[src/rtl/hook_ctrl.sv]
// hook_ctrl: per-player claw controller. It swings the angle, fires, extends the line,
// retracts it and drives the tail position. Dynamite logic is built only with HOOK_DYNAMITE_EN.
//
// state     | meaning
// ----------+------------------------------------------------------------
// S_IDLE    | hook swings between angle 0 and 10 and waits for fire
// S_EXTEND  | line grows one step per fast tick until catch, max or edge
// S_RETRACT | line shrinks; slow tick when loaded, fast tick when empty

module hook_ctrl #(
   parameter int PIVOT_X    = 430,
   parameter int PIVOT_Y    = 70,
   parameter int TICK       = 2000000,
   parameter int SWING_TICK = 4000000,
   parameter int MAX_STEPS  = 80,
   parameter int DYN_INIT   = 2
) (
   input  logic       Clk,
   input  logic       reset_n,
   input  logic       is_new_game_start,
   input  logic       fire,
   input  logic       catch_any,
   input  logic       dyn_key,
   input  logic       add_dynamite,
   output logic [9:0] tailx,
   output logic [9:0] taily,
   output logic [3:0] R_mode,
   output logic [2:0] state_out,
   output logic       is_explode,
   output logic [2:0] dyn_count
);

   localparam int CMAX = (TICK > SWING_TICK) ? TICK : SWING_TICK;
   localparam int PW   = $clog2(CMAX + 1);
   localparam int NW   = $clog2(MAX_STEPS + 2);

   localparam logic [PW-1:0]      SWING_CMP = PW'(SWING_TICK);
   localparam logic [PW-1:0]      SLOW_CMP  = PW'(TICK);
   localparam logic [PW-1:0]      FAST_CMP  = PW'(TICK / 4);
   localparam logic [NW-1:0]      MAX_N     = NW'(MAX_STEPS);
   localparam logic signed [10:0] PX        = 11'(PIVOT_X);
   localparam logic signed [10:0] PY        = 11'(PIVOT_Y);

   typedef enum logic [1:0] {
      S_IDLE    = 2'd0,
      S_EXTEND  = 2'd1,
      S_RETRACT = 2'd2
   } state_t;

   state_t            state, state_d;
   logic [3:0]        k, k_d;
   logic              up, up_d;
   logic [NW-1:0]     n, n_d;
   logic [PW-1:0]     pre, pre_d;
   logic              loaded, loaded_d;

   logic signed [10:0] dx, dy;
   logic signed [10:0] n_s, n1_s;
   logic signed [10:0] cur_x, cur_y, nxt_x, nxt_y;
   logic               clear;
   logic               out_of_bounds;
   logic               dyn_use;

   assign clear = !reset_n || is_new_game_start;

   always_comb begin
      dx = 11'sd0;
      dy = 11'sd0;
      case (k)
         4'd0:    begin dx = -11'sd6; dy = 11'sd0; end
         4'd1:    begin dx = -11'sd6; dy = 11'sd1; end
         4'd2:    begin dx = -11'sd5; dy = 11'sd2; end
         4'd3:    begin dx = -11'sd4; dy = 11'sd3; end
         4'd4:    begin dx = -11'sd2; dy = 11'sd4; end
         4'd5:    begin dx = 11'sd0;  dy = 11'sd6; end
         4'd6:    begin dx = 11'sd2;  dy = 11'sd4; end
         4'd7:    begin dx = 11'sd4;  dy = 11'sd3; end
         4'd8:    begin dx = 11'sd5;  dy = 11'sd2; end
         4'd9:    begin dx = 11'sd6;  dy = 11'sd1; end
         4'd10:   begin dx = 11'sd6;  dy = 11'sd0; end
         default: begin dx = 11'sd0;  dy = 11'sd0; end
      endcase
   end

   // Tail of the current step and of the one after it; the latter gates the screen edge.
   assign n_s   = signed'(11'(n));
   assign n1_s  = n_s + 11'sd1;
   assign cur_x = PX + n_s * dx;
   assign cur_y = PY + n_s * dy;
   assign nxt_x = PX + n1_s * dx;
   assign nxt_y = PY + n1_s * dy;

   assign out_of_bounds = (nxt_x < 11'sd8) || (nxt_x > 11'sd631) || (nxt_y > 11'sd471);

`ifdef HOOK_DYNAMITE_EN
   logic [2:0] dyn_q;
   logic       explode_q;

   assign dyn_use = (state == S_RETRACT) && (n != '0) && loaded && dyn_key && (dyn_q != 3'd0);

   always_ff @(posedge Clk) begin
      if (clear) begin
         dyn_q     <= 3'(DYN_INIT);
         explode_q <= 1'b0;
      end else begin
         explode_q <= dyn_use;
         if (dyn_use && !add_dynamite)
            dyn_q <= dyn_q - 3'd1;
         else if (add_dynamite && !dyn_use && dyn_q != 3'd7)
            dyn_q <= dyn_q + 3'd1;
      end
   end

   assign dyn_count  = dyn_q;
   assign is_explode = explode_q;
`else
   logic [2:0] unused_dyn;

   assign unused_dyn = 3'(DYN_INIT) ^ {1'b0, dyn_key, add_dynamite};
   assign dyn_use    = 1'b0;
   assign dyn_count  = 3'd0;
   assign is_explode = 1'b0;
`endif

   always_comb begin
      state_d  = state;
      k_d      = k;
      up_d     = up;
      n_d      = n;
      pre_d    = pre + PW'(1);
      loaded_d = loaded;
      case (state)
         S_IDLE: begin
            // Fire wins over a same-cycle swing step so the latched angle is the one shown.
            if (fire) begin
               state_d  = S_EXTEND;
               pre_d    = '0;
               loaded_d = 1'b0;
            end else if (pre == SWING_CMP) begin
               pre_d = '0;
               if (up) begin
                  if (k >= 4'd10) begin
                     k_d  = 4'd9;
                     up_d = 1'b0;
                  end else begin
                     k_d = k + 4'd1;
                  end
               end else begin
                  if (k == 4'd0) begin
                     k_d  = 4'd1;
                     up_d = 1'b1;
                  end else begin
                     k_d = k - 4'd1;
                  end
               end
            end
         end
         S_EXTEND: begin
            if (catch_any || (n == MAX_N) || out_of_bounds) begin
               state_d  = S_RETRACT;
               pre_d    = '0;
               loaded_d = catch_any;
            end else if (pre == FAST_CMP) begin
               pre_d = '0;
               n_d   = n + NW'(1);
            end
         end
         S_RETRACT: begin
            if (n == '0) begin
               state_d = S_IDLE;
               pre_d   = '0;
            end else if (dyn_use) begin
               loaded_d = 1'b0;
               pre_d    = '0;
            end else if (pre == (loaded ? SLOW_CMP : FAST_CMP)) begin
               pre_d = '0;
               n_d   = n - NW'(1);
            end
         end
         default: begin
            state_d = S_IDLE;
            pre_d   = '0;
         end
      endcase
   end

   always_ff @(posedge Clk) begin
      if (clear) begin
         state  <= S_IDLE;
         k      <= 4'd5;
         up     <= 1'b1;
         n      <= '0;
         pre    <= '0;
         loaded <= 1'b0;
         tailx  <= PX[9:0];
         taily  <= PY[9:0];
      end else begin
         state  <= state_d;
         k      <= k_d;
         up     <= up_d;
         n      <= n_d;
         pre    <= pre_d;
         loaded <= loaded_d;
         tailx  <= cur_x[9:0];
         taily  <= cur_y[9:0];
      end
   end

   assign R_mode    = k;
   assign state_out = {1'b0, state};

endmodule

[config.mk]
export PLATFORM = sky130hd
export DESIGN_NAME = hook_ctrl
export DESIGN_NICKNAME = d
export VERILOG_FILES = /design/src/rtl/hook_ctrl.sv
export SDC_FILE = /design/constraint.sdc
export NUM_CORES = 1
export LEC_CHECK = 0
export CORE_ASPECT_RATIO = 0.7
export CORE_UTILIZATION = 67
export CTS_CLUSTER_SIZE = 24
export DETAILED_ROUTE_END_ITERATION = 8
export GPL_ROUTABILITY_DRIVEN = 0
export GPL_TIMING_DRIVEN = 0
export PLACE_DENSITY = 0.87
export SETUP_SLACK_MARGIN = 0.2
export SKIP_LAST_GASP = 1
export SLEW_MARGIN = 40
export SYNTH_ARGS = -nofsm -noshare
export SYNTH_HDL_FRONTEND = slang
export SYNTH_SLANG_ARGS = --single-unit
export TNS_END_PERCENT = 30
[constraint.sdc]
create_clock -name Clk -period 10.45 [get_ports Clk]
set_clock_uncertainty 0.1 [all_clocks]
set_input_delay 3.135 -clock Clk [delete_from_list [all_inputs] [get_ports Clk]]
set_output_delay 3.135 -clock Clk [all_outputs]
set_load 0.005 [all_outputs]
==> out/metrics.yaml, run 1 <==
status: "finished clean"
critPathMaxStageDelay_ps: 540
postRouteAntennaNets: 0
final_common_cell: "inv_1"
synth_top_flop_cell: "dfxtp_1"
critPathLaunchType: "register"
end_kind: "register"
ctsResizeCount: 0
routed_wl_um: 18000
grt_pass1_vias: 6430
synth_cell_types: 69
die_w_um: 133
p_per_area_nw_per_um2: 68.1
antenna_cells: 0
power.leakage_uw: 0.00417
cp_max_fo: 10
wl_per_cell_um: 16.1
cp.depth: 25
hold_buffers: 0
ys_warn_count: 0
cts.sinks: 64
die_height_um: 93.4
synth-seq-cells: 64
peakVddDrop_uv: 91.7
path_common_cell: "fa_1"
antenna_found_initial: 0
synth_mux_area_share_pct: 0.877
drc_errors: 0
worstSetupPathType: "register to register"
finish.net_count: 1155
synth_fa_ha_area_share_pct: 36.7
rows: 32
max_freq_mhz: 134
critPathRequiredTime_ps: 10540
io_pins: 38
post_cts_buffers: 0
numPortBuffers: 30
crit_family: "adder cells"
synth_area_per_cell_um2: 8.76
rsz0062_at_grt: "false"
clk_latency_ps: 330
cp.arrival_ps: 7540
synth-async-reset-ratio_pct: 0
synth_top_family_by_area: "adder cells"
die_area_um2: 12400
netlist_instances: 912
max_slew_margin_pct: 48.1
slew_viol_final: 0
dr.pass1.iters: 5
num_vias: 6391
grt_max_degree: 12
synth_edf_count: 0
fin_crit_sh_pct: 71.3
reg2reg_depth: 25
synth_xor_area_share_pct: 7.78
drive_gt1_share_pct: 5.93
tightest_slew_ps: 779
place_area_um2: 8500
cpMaxStageDelayCell: "xnor2_1"
cts-buffers-inserted: 9
area_delta_synth_final_pct: 10.5
cts_max_level: 3
synthSimpleGateAreaFrac_pct: 21.0
initial_core_util_pct: 70.8
cts_buffer_depth: 2
hold_path_depth: 1
maxCapViolCount: 0
hp-class: "register to register"
grt_usage_pct: 31.4
grt-ovfl-total: 0
clkSlewWorstSetupHoldPaths_ps: 50
period_needed_ps: 7450
finalSetupTns_ps: 0
hold_viol: 0
routed_via_density: 5.73
synth_area_um2: 7990
finalSetupViolations: 0
cp_num_buf_inv: 7
final_cell_mix: "135 x inv_1, 119 x ha_1, 72 x fa_1"
fin_util_pct: 78.2
drt_iter0_drc: 444
synth_compound_area_share_pct: 8.89
coreArea_um2: 11300
design_area_um2: 8830
cts_tree: "built"
grt_pass1_wl_um: 30800
cts_root_buf: "clkbuf_16"
hpwl_um: 13900
yosysSeqAreaShare_pct: 16.0
## routing by layer
metal / part of all wire (%) / vias up / routed length, um / GRT usage, %
met5: 0 / - / 0 / 0
met4: 2.1 / 0 / 369 / 8.52
met1: 47 / 3044 / 8520 / 44.4
met2: 43 / 251 / 7800 / 50.0
li1: - / 3062 / - / -
met3: 7.3 / 34 / 1310 / 5.20
## metrics by stage
stage	worst slack, ps	total power, uW	hold slack [ps]	std cells
after CTS	3080	599	395	1115
after detailed placement	3130	273	387	1099
after floorplan	4040	266	361	916
after global routing	2620	614	435	1115
after global placement	3230	272	390	1099
final	3000	601	395	1115
## final timing paths
path / start / to / slack, ps
worst min register to register: pre[0]$_SDFF_PP0_ / pre[0]$_SDFF_PP0_ / 400
worst min-delay path: pre[0]$_SDFF_PP0_ / pre[0]$_SDFF_PP0_ / 400
worst max-delay path: n[2]$_SDFFE_PP0P_ / pre[19]$_SDFF_PP0_ / 3000
worst max register to register: n[2]$_SDFFE_PP0P_ / pre[19]$_SDFF_PP0_ / 3000
## final cells by class
class                      instances  area [um^2]
buffer                            38          190
clock buffer                      11          253
clock inverter                     5         78.8
fill                             780         2460
inverter                         135          507
multi-input combinational        679         6030
sequential                        64         1280
tap                              153          191
timing repair buffer              30          300
## power breakdown
| group | switching [uW] | internal, uW |
|---|---|---|
| clock | 111 | 221 |
| combinational | 15.2 | 8.08 |
| sequential | 0.510 | 245 |
## kinds of logic after synthesis
| kind of cell | Yosys count |
|---|---|
| buffers and inverters | 173 |
| DFF | 64 |
| other | 1 |
| AOI/OAI and AO/OA | 107 |
| xor gates and xnor gates | 71 |
| and+or+nand+nor | 298 |
| adders and majority gates | 191 |
| muxes | 7 |
## flip-flops by register name (all words and copies together), names as in the netlist
name / cells
pre: 22
tailx: 10
taily: 10
n: 7
R_mode: 4
dx: 4
dy: 3
state: 2
loaded: 1
up: 1
## Yosys cell counts, drive strengths merged, types with 2 or more instances
library cell | n | area [um^2]
mux2i | 7 | 70.1
nand2 | 70 | 263
nor4bb | 2 | 20.0
o21bai | 3 | 22.5
nor4b | 2 | 17.5
clkbuf | 27 | 103
o31ai | 3 | 22.5
a21oi | 29 | 149
nor3 | 37 | 285
nand3b | 2 | 15.0
o21ai | 26 | 130
o21a | 6 | 45.0
a22oi | 2 | 15.0
a21boi | 2 | 15.0
ha | 119 | 1490
dfxtp | 64 | 1280
nor4 | 2 | 12.5
nand4 | 9 | 56.3
nand3 | 24 | 120
a31oi | 3 | 18.8
and2 | 49 | 307
nand2b | 16 | 103
nor2b | 16 | 103
nor3b | 2 | 15.0
and2b | 3 | 25.0
fa | 72 | 1440
xor2 | 21 | 184
nor2 | 40 | 150
a211oi | 4 | 30.0
or4 | 2 | 15.0
o311a | 3 | 30.0
and3b | 2 | 17.5
and4 | 4 | 36.3
a21o | 13 | 97.6
buf | 11 | 87.6
inv | 135 | 507
xnor2 | 50 | 438
or4b | 2 | 20.0
and3 | 10 | 62.6
Note: power is estimated with default switching activity, not from simulation.
==> run 2, diff against run 1 <==
--- a/config.mk
+++ b/config.mk
@@ -6,12 +6,12 @@
 export NUM_CORES = 1
 export LEC_CHECK = 0
 export CORE_ASPECT_RATIO = 0.7
-export CORE_UTILIZATION = 67
+export CORE_UTILIZATION = 57
 export CTS_CLUSTER_SIZE = 24
 export DETAILED_ROUTE_END_ITERATION = 8
 export GPL_ROUTABILITY_DRIVEN = 0
 export GPL_TIMING_DRIVEN = 0
-export PLACE_DENSITY = 0.87
+export PLACE_DENSITY = 0.79
 export SETUP_SLACK_MARGIN = 0.2
 export SKIP_LAST_GASP = 1
 export SLEW_MARGIN = 40
==> constraint.sdc (replaced) <==
create_clock -name Clk -period 6.1 [get_ports Clk]
set_clock_uncertainty 0.1 [all_clocks]
set_input_delay 1.83 -clock Clk [delete_from_list [all_inputs] [get_ports Clk]]
set_output_delay 1.83 -clock Clk [all_outputs]
set_load 0.005 [all_outputs]
==> out/metrics.yaml, run 2 (synthesis results as in run 1) <==
grt_pass1_vias: 6419  # -0.17%
violations: "setup timing"
power.total_uw: 1120  # +86%
path_common_cell: "fa_1"
period_needed_ps: 6360  # -1090 ps
antenna_cells: 0  # unchanged
cts.sinks: 64  # unchanged
stdcell_count: 1180  # +5.8%
critPathRequiredTime_ps: 6190  # -4350 ps
die_height_um: 101  # +8.2%
dp_cells: 1131  # +2.9%
wl_per_cell_um: 16.1  # -0.28%
area_delta_synth_final_pct: 19.4
clk_latency_ps: 340  # about the same
drive_gt1_share_pct: 13.9  # +7.9 points
coreArea_um2: 13400  # +19%
hold_buffers: 0  # unchanged
fin_crit_sh_pct: 104  # +33 points
swShare_pct: 21.1  # -0.043 points
antenna_found_initial: 0  # unchanged
num_vias: 6513  # +1.9%
max_slew_margin_pct: 47.2  # -0.92 points
p_clk_share_pct: 57.9  # +2.6 points
io_pins: 38  # unchanged
fin_hold_ws_ps: 411  # +16.0 ps
routed_via_density: 5.52  # -3.7%
hpwl_um: 13700  # -0.96%
die_w_um: 144  # +8.3%
initial_core_util_pct: 59.6  # -11 points
drc_errors: 0  # unchanged
grt_usage_pct: 27.8  # -3.6 points
numPortBuffers: 30  # unchanged
dr.pass1.iters: 5  # unchanged
fin_ws_ps: -259  # -3260 ps
critPathMaxStageDelay_ps: 560  # +20 ps
final_common_cell: "inv_1"
peakVddDrop_uv: 113  # +23%
final_cell_mix: "129 x inv_1, 115 x ha_1, 71 x fa_1"
grt-ovfl-total: 0  # unchanged
critPathLaunchType: "register"
top_register: "pre"
rrSetupSlack_ps: -260  # -3260 ps
hold_viol: 0  # unchanged
largest_register_ffs: 22  # unchanged
cts-buffers-inserted: 9  # unchanged
p_int_uw: 881  # +86%
max_freq_mhz: 157  # +17%
end_kind: "register"
reg_top3: "pre: 22 flops, tailx: 10 flops, taily: 10 flops"
postRouteAntennaNets: 0  # unchanged
maxCapViolCount: 0  # unchanged
finalSetupViolations: 31  # +31
drt_iter0_drc: 413  # -7.0%
power.switching_uw: 236  # +85%
routed_wl_um: 19000  # +5.5%
clkSlewWorstSetupHoldPaths_ps: 60  # about the same
grt_pass1_wl_um: 31300  # +1.8%
power.leakage_uw: 0.00446  # +7.0%
cts_max_level: 3  # unchanged
place_ws_ps: -704  # -3840 ps
cts_root_buf: "clkbuf_16"
grt_max_degree: 13  # +1
cp.arrival_ps: 6450  # -1090 ps
rsz0062_at_grt: "true"
finish.net_count: 1188  # +2.9%
tightest_slew_ps: 793  # +13.8 ps
die_area_um2: 14500  # +17%
cp_max_fo: 7  # -3
combPwrFrac_pct: 4.6  # +0.7 points
seq_power_share_pct: 37.5  # -3.3 points
p_per_area_nw_per_um2: 117  # +72%
cpMaxStageDelayCell: "fa_1"
cts_tree: "built"
rows: 35  # +9.4%
cts_buffer_depth: 2  # unchanged
status: "complete, but fails checks"
hp-class: "register to register"
worstSetupPathType: "register to register"
finalSetupTns_ps: -5540  # -5540 ps
slew_viol_final: 0  # unchanged
[run 2: cell types whose count changed in the layout (fill, tap and decap cells not counted), moves of 5 or more]
cell      delta
inv_1        -6
dfxtp_1      -5
buf_4       +29
inv_2        +6
clkbuf_1     -9
[run 2: stage by stage]
step                      util, %  instance area [um^2]
after floorplan                 -                  8150
after global placement       64.8                  8680
after detailed placement     64.8                  8680
after CTS                    70.7                  9470
after global routing         71.2                  9540
final                        71.2                  9540
[run 2: timing repair]
item | in CTS | in global routing
endpoints found under the setup margin | 32 | 32
pin swaps | 24 | 11
setup buffers | 24 | 7
gates cloned | 2 | 0
resized for setup | 43 | 11
[run 2: area by class of cell]
cell class	count	area (um^2)
Inverter	135	507
Fill cell	1002	3860
Timing Repair Buffer	63	583
Clock inverter	7	143
Multi-Input combinational cell	679	6250
Sequential cell	64	1290
Clock buffer	9	225
Tap cell	185	231
Buffer	38	310
[run 2: path summary, 6_finish.rpt]
| path | startpoint | end | cells past startpoint |
|---|---|---|---|
| worst min register to register | loaded$_SDFFE_PP0P_ | loaded$_SDFFE_PP0P_ | 2 |
| worst max register to register | n[2]$_SDFFE_PP0P_ | pre[4]$_SDFF_PP0_ | 27 |
| worst max-delay path | n[2]$_SDFFE_PP0P_ | pre[4]$_SDFF_PP0_ | 27 |
| worst min-delay path | loaded$_SDFFE_PP0P_ | loaded$_SDFFE_PP0P_ | 2 |
[run 2: worst max-delay path, delay by kind of cell, from the launching register on]
family / cells / cell delay (ps)
adder cells (fa/ha/maj): 6 / 2780
multiplexers: 1 / 140
AO/OA/AOI/OAI: 2 / 330
buffers and inverters: 8 / 910
flip-flops: 1 / 350
AND/OR/NAND/NOR: 9 / 1510
XOR/XNOR: 1 / 110
[run 2: power groups by stage]
stage | clock network, uW | registers [uW] | logic (uW)
after floorplan | 0 | 429 | 26.2
after global placement | 0 | 429 | 37.9
after detailed placement | 0 | 429 | 38.3
after CTS | 645 | 419 | 48.9
after global routing | 669 | 419 | 53.5
final | 646 | 419 | 51.5
[run 2: metal layers]
| layer | part of all wire (%) | vias to the layer above | track usage, % |
|---|---|---|---|
| li1 | - | 3135 | - |
| met1 | 47 | 3080 | 40.6 |
| met2 | 43 | 258 | 41.4 |
| met3 | 8.0 | 40 | 5.65 |
| met4 | 1.7 | 0 | 7.77 |
| met5 | 0 | - | 0 |
==> run 3, diff against run 2 <==
--- a/config.mk
+++ b/config.mk
@@ -6,12 +6,13 @@
 export NUM_CORES = 1
 export LEC_CHECK = 0
 export CORE_ASPECT_RATIO = 0.7
-export CORE_UTILIZATION = 57
+export CORE_MARGIN = 4
+export CORE_UTILIZATION = 67
 export CTS_CLUSTER_SIZE = 24
 export DETAILED_ROUTE_END_ITERATION = 8
 export GPL_ROUTABILITY_DRIVEN = 0
 export GPL_TIMING_DRIVEN = 0
-export PLACE_DENSITY = 0.79
+export PLACE_DENSITY = 0.87
 export SETUP_SLACK_MARGIN = 0.2
 export SKIP_LAST_GASP = 1
 export SLEW_MARGIN = 40
==> constraint.sdc (replaced) <==
create_clock -name Clk -period 7.9 [get_ports Clk]
set_clock_uncertainty 0.1 [all_clocks]
set_input_delay 2.37 -clock Clk [delete_from_list [all_inputs] [get_ports Clk]]
set_output_delay 2.37 -clock Clk [all_outputs]
set_load 0.005 [all_outputs]
==> out/metrics.yaml, run 3 (synthesis results as in run 1) <==
critPathLaunchType: "register"
crit_family: "adder cells"
maxCapViolCount: 0  # unchanged
critPathRequiredTime_ps: 8000  # +1810 ps
cp-endpoint: "pre[7]$_SDFF_PP0_"
cts_tree: "built"
cts_buffer_depth: 2  # unchanged
coreArea_um2: 11700  # -13%
p_per_area_nw_per_um2: 88.6  # -24%
crit_path_start: "n[0]$_SDFFE_PP0P_"
drc_errors: 0  # unchanged
fin_crit_sh_pct: 91.7  # -13 points
hold_viol: 0  # unchanged
antenna_cells: 0  # unchanged
top_register: "pre"
antenna_found_initial: 0  # unchanged
numPortBuffers: 30  # unchanged
dr.pass1.iters: 5  # unchanged
r2r_start: "n[0]$_SDFFE_PP0P_"
grt_usage_pct: 27.2  # -0.64 points
status: "finished clean"
initial_core_util_pct: 68.4  # +8.8 points
max_freq_mhz: 138  # -12%
rsz0062_at_grt: "false"
slew_viol_final: 0  # unchanged
tightest_slew_ps: 772  # -20.5 ps
postRouteAntennaNets: 0  # unchanged
cp.arrival_ps: 7340  # +890 ps
io_pins: 38  # unchanged
max_slew_margin_pct: 48.5  # +1.4 points
drt_iter0_drc: 489  # +18%
drive_gt1_share_pct: 6.65  # -7.2 points
fin_hold_ws_ps: 402  # -9.47 ps
finalSetupViolations: 0  # -100%
worstSetupPathType: "register to register"
reg_top3: "pre: 22 flops, tailx: 10 flops, taily: 10 flops"
clk_latency_ps: 340  # about the same
cts.sinks: 64  # unchanged
cts_root_buf: "clkbuf_16"
grt_max_degree: 12  # -1
hpwl_um: 14000  # +1.8%
cts-buffers-inserted: 9  # unchanged
die_height_um: 99.4  # -1.7%
fin_util_pct: 75.8  # +4.6 points
rows: 33  # -5.7%
grt_pass1_vias: 6435  # +0.25%
rrSetupSlack_ps: 650  # +910 ps
hold_path_depth: 1  # -1
grt-ovfl-total: 0  # unchanged
area_delta_synth_final_pct: 10.9
power.leakage_uw: 0.00420  # -6.0%
cpMaxStageDelayCell: "fa_1"
finalSetupTns_ps: 0  # +5540 ps
clkSlewWorstSetupHoldPaths_ps: 50  # about the same
final_common_cell: "inv_1"
reg2reg_to: "pre[7]$_SDFF_PP0_"
wl_per_cell_um: 16.1  # +0.31%
cp_max_fo: 10  # +3
end_kind: "register"
cp_num_buf_inv: 8  # unchanged
cts_max_level: 3  # unchanged
critPathMaxStageDelay_ps: 550  # about the same
cp.depth: 25  # -7.4%
reg2reg_depth: 25  # -7.4%
largest_register_ffs: 22  # unchanged
peakVddDrop_uv: 105  # -6.6%
die_w_um: 139  # -3.5%
num_vias: 6427  # -1.3%
hp-class: "register to register"
die_area_um2: 13800  # -5.1%
design_area_um2: 8860  # -7.2%
grt_pass1_wl_um: 30700  # -1.9%
routed_wl_um: 18100  # -4.9%
final_cell_mix: "135 x inv_1, 119 x ha_1, 72 x fa_1"
finish.net_count: 1156  # -2.7%
period_needed_ps: 7250  # +888 ps
place_area_um2: 8500  # -2.1%
routed_via_density: 5.74  # +4.1%
==> run 3: cell types whose count changed in the layout (fill, tap and decap cells not counted), moves of 4 or more <==
cell	before	now
dfxtp_1	59	64
buf_4	35	7
nand2_2	4	0
nand2_1	66	70
clkbuf_1	17	22
inv_1	129	135
inv_2	6	0
ha_1	115	119
==> run 3: worst min-delay path by stage <==
| stage | from | end |
|---|---|---|
| final | pre[0]$_SDFF_PP0_ | pre[0]$_SDFF_PP0_ |
| after global routing | pre[0]$_SDFF_PP0_ | pre[0]$_SDFF_PP0_ |
| after CTS | pre[0]$_SDFF_PP0_ | pre[0]$_SDFF_PP0_ |
| after detailed placement | pre[0]$_SDFF_PP0_ | pre[0]$_SDFF_PP0_ |
| after global placement | loaded$_SDFFE_PP0P_ | loaded$_SDFFE_PP0P_ |
| after floorplan | pre[0]$_SDFF_PP0_ | pre[0]$_SDFF_PP0_ |
==> run 3: through the flow <==
| stage | worst slack [ps] | power [uW] | instances |
|---|---|---|---|
| final | 653 | 785 | 1119 |
| after global routing | 223 | 801 | 1119 |
| after CTS | 443 | 785 | 1118 |
| after detailed placement | 503 | 361 | 1103 |
| after global placement | 628 | 360 | 1103 |
| after floorplan | 1490 | 351 | 916 |
==> run 3: layer usage <==
metal | routed length, um | global-route usage, %
met1 | 8250 | 39.0
met2 | 7960 | 42.5
met3 | 1470 | 5.62
met4 | 380 | 6.91
met5 | 0 | 0
==> run 3: final cells by class <==
class                           instances  area (um^2)
Buffer                                 38          195
Clock buffer                           10          239
Clock inverter                          5         81.3
Fill cell                             794         2830
Inverter                              135          507
Multi-Input combinational cell        679         6050
Sequential cell                        64         1280
Tap cell                              157          196
Timing Repair Buffer                   31          308
==> run 3: worst reg2reg max path: stages, from the launching register on <==
cell      delay [ps]
dfxtp_1          330
clkbuf_1         340
inv_1            200
ha_1             480
and2_1           330
fa_1             470
inv_1            120
fa_1             420
inv_1             80
fa_1             440
fa_1             550
inv_1             50
fa_1             490
inv_1             40
ha_1             370
and2b_1          220
o21ai_1          160
and4_1           190
nand4_1          140
nor4_1           310
mux2i_1          220
and3_1           250
buf_6            140
a221oi_4         370
buf_6            240
nor3_2            70
==> run 3: repair_timing <==
item,CTS,global route
endpoints found under the setup margin,0,29
gates resized for setup,0,11
hold buffers,0,0
setup buffers,0,1
==> run 3: power by group <==
part | switching [uW] | leakage, uW | internal, uW
clock | 147 | 0.000155 | 283
combinational | 20.3 | 0.00353 | 10.7
sequential | 0.709 | 0.000516 | 324
total | 168 | 0.00420 | 617
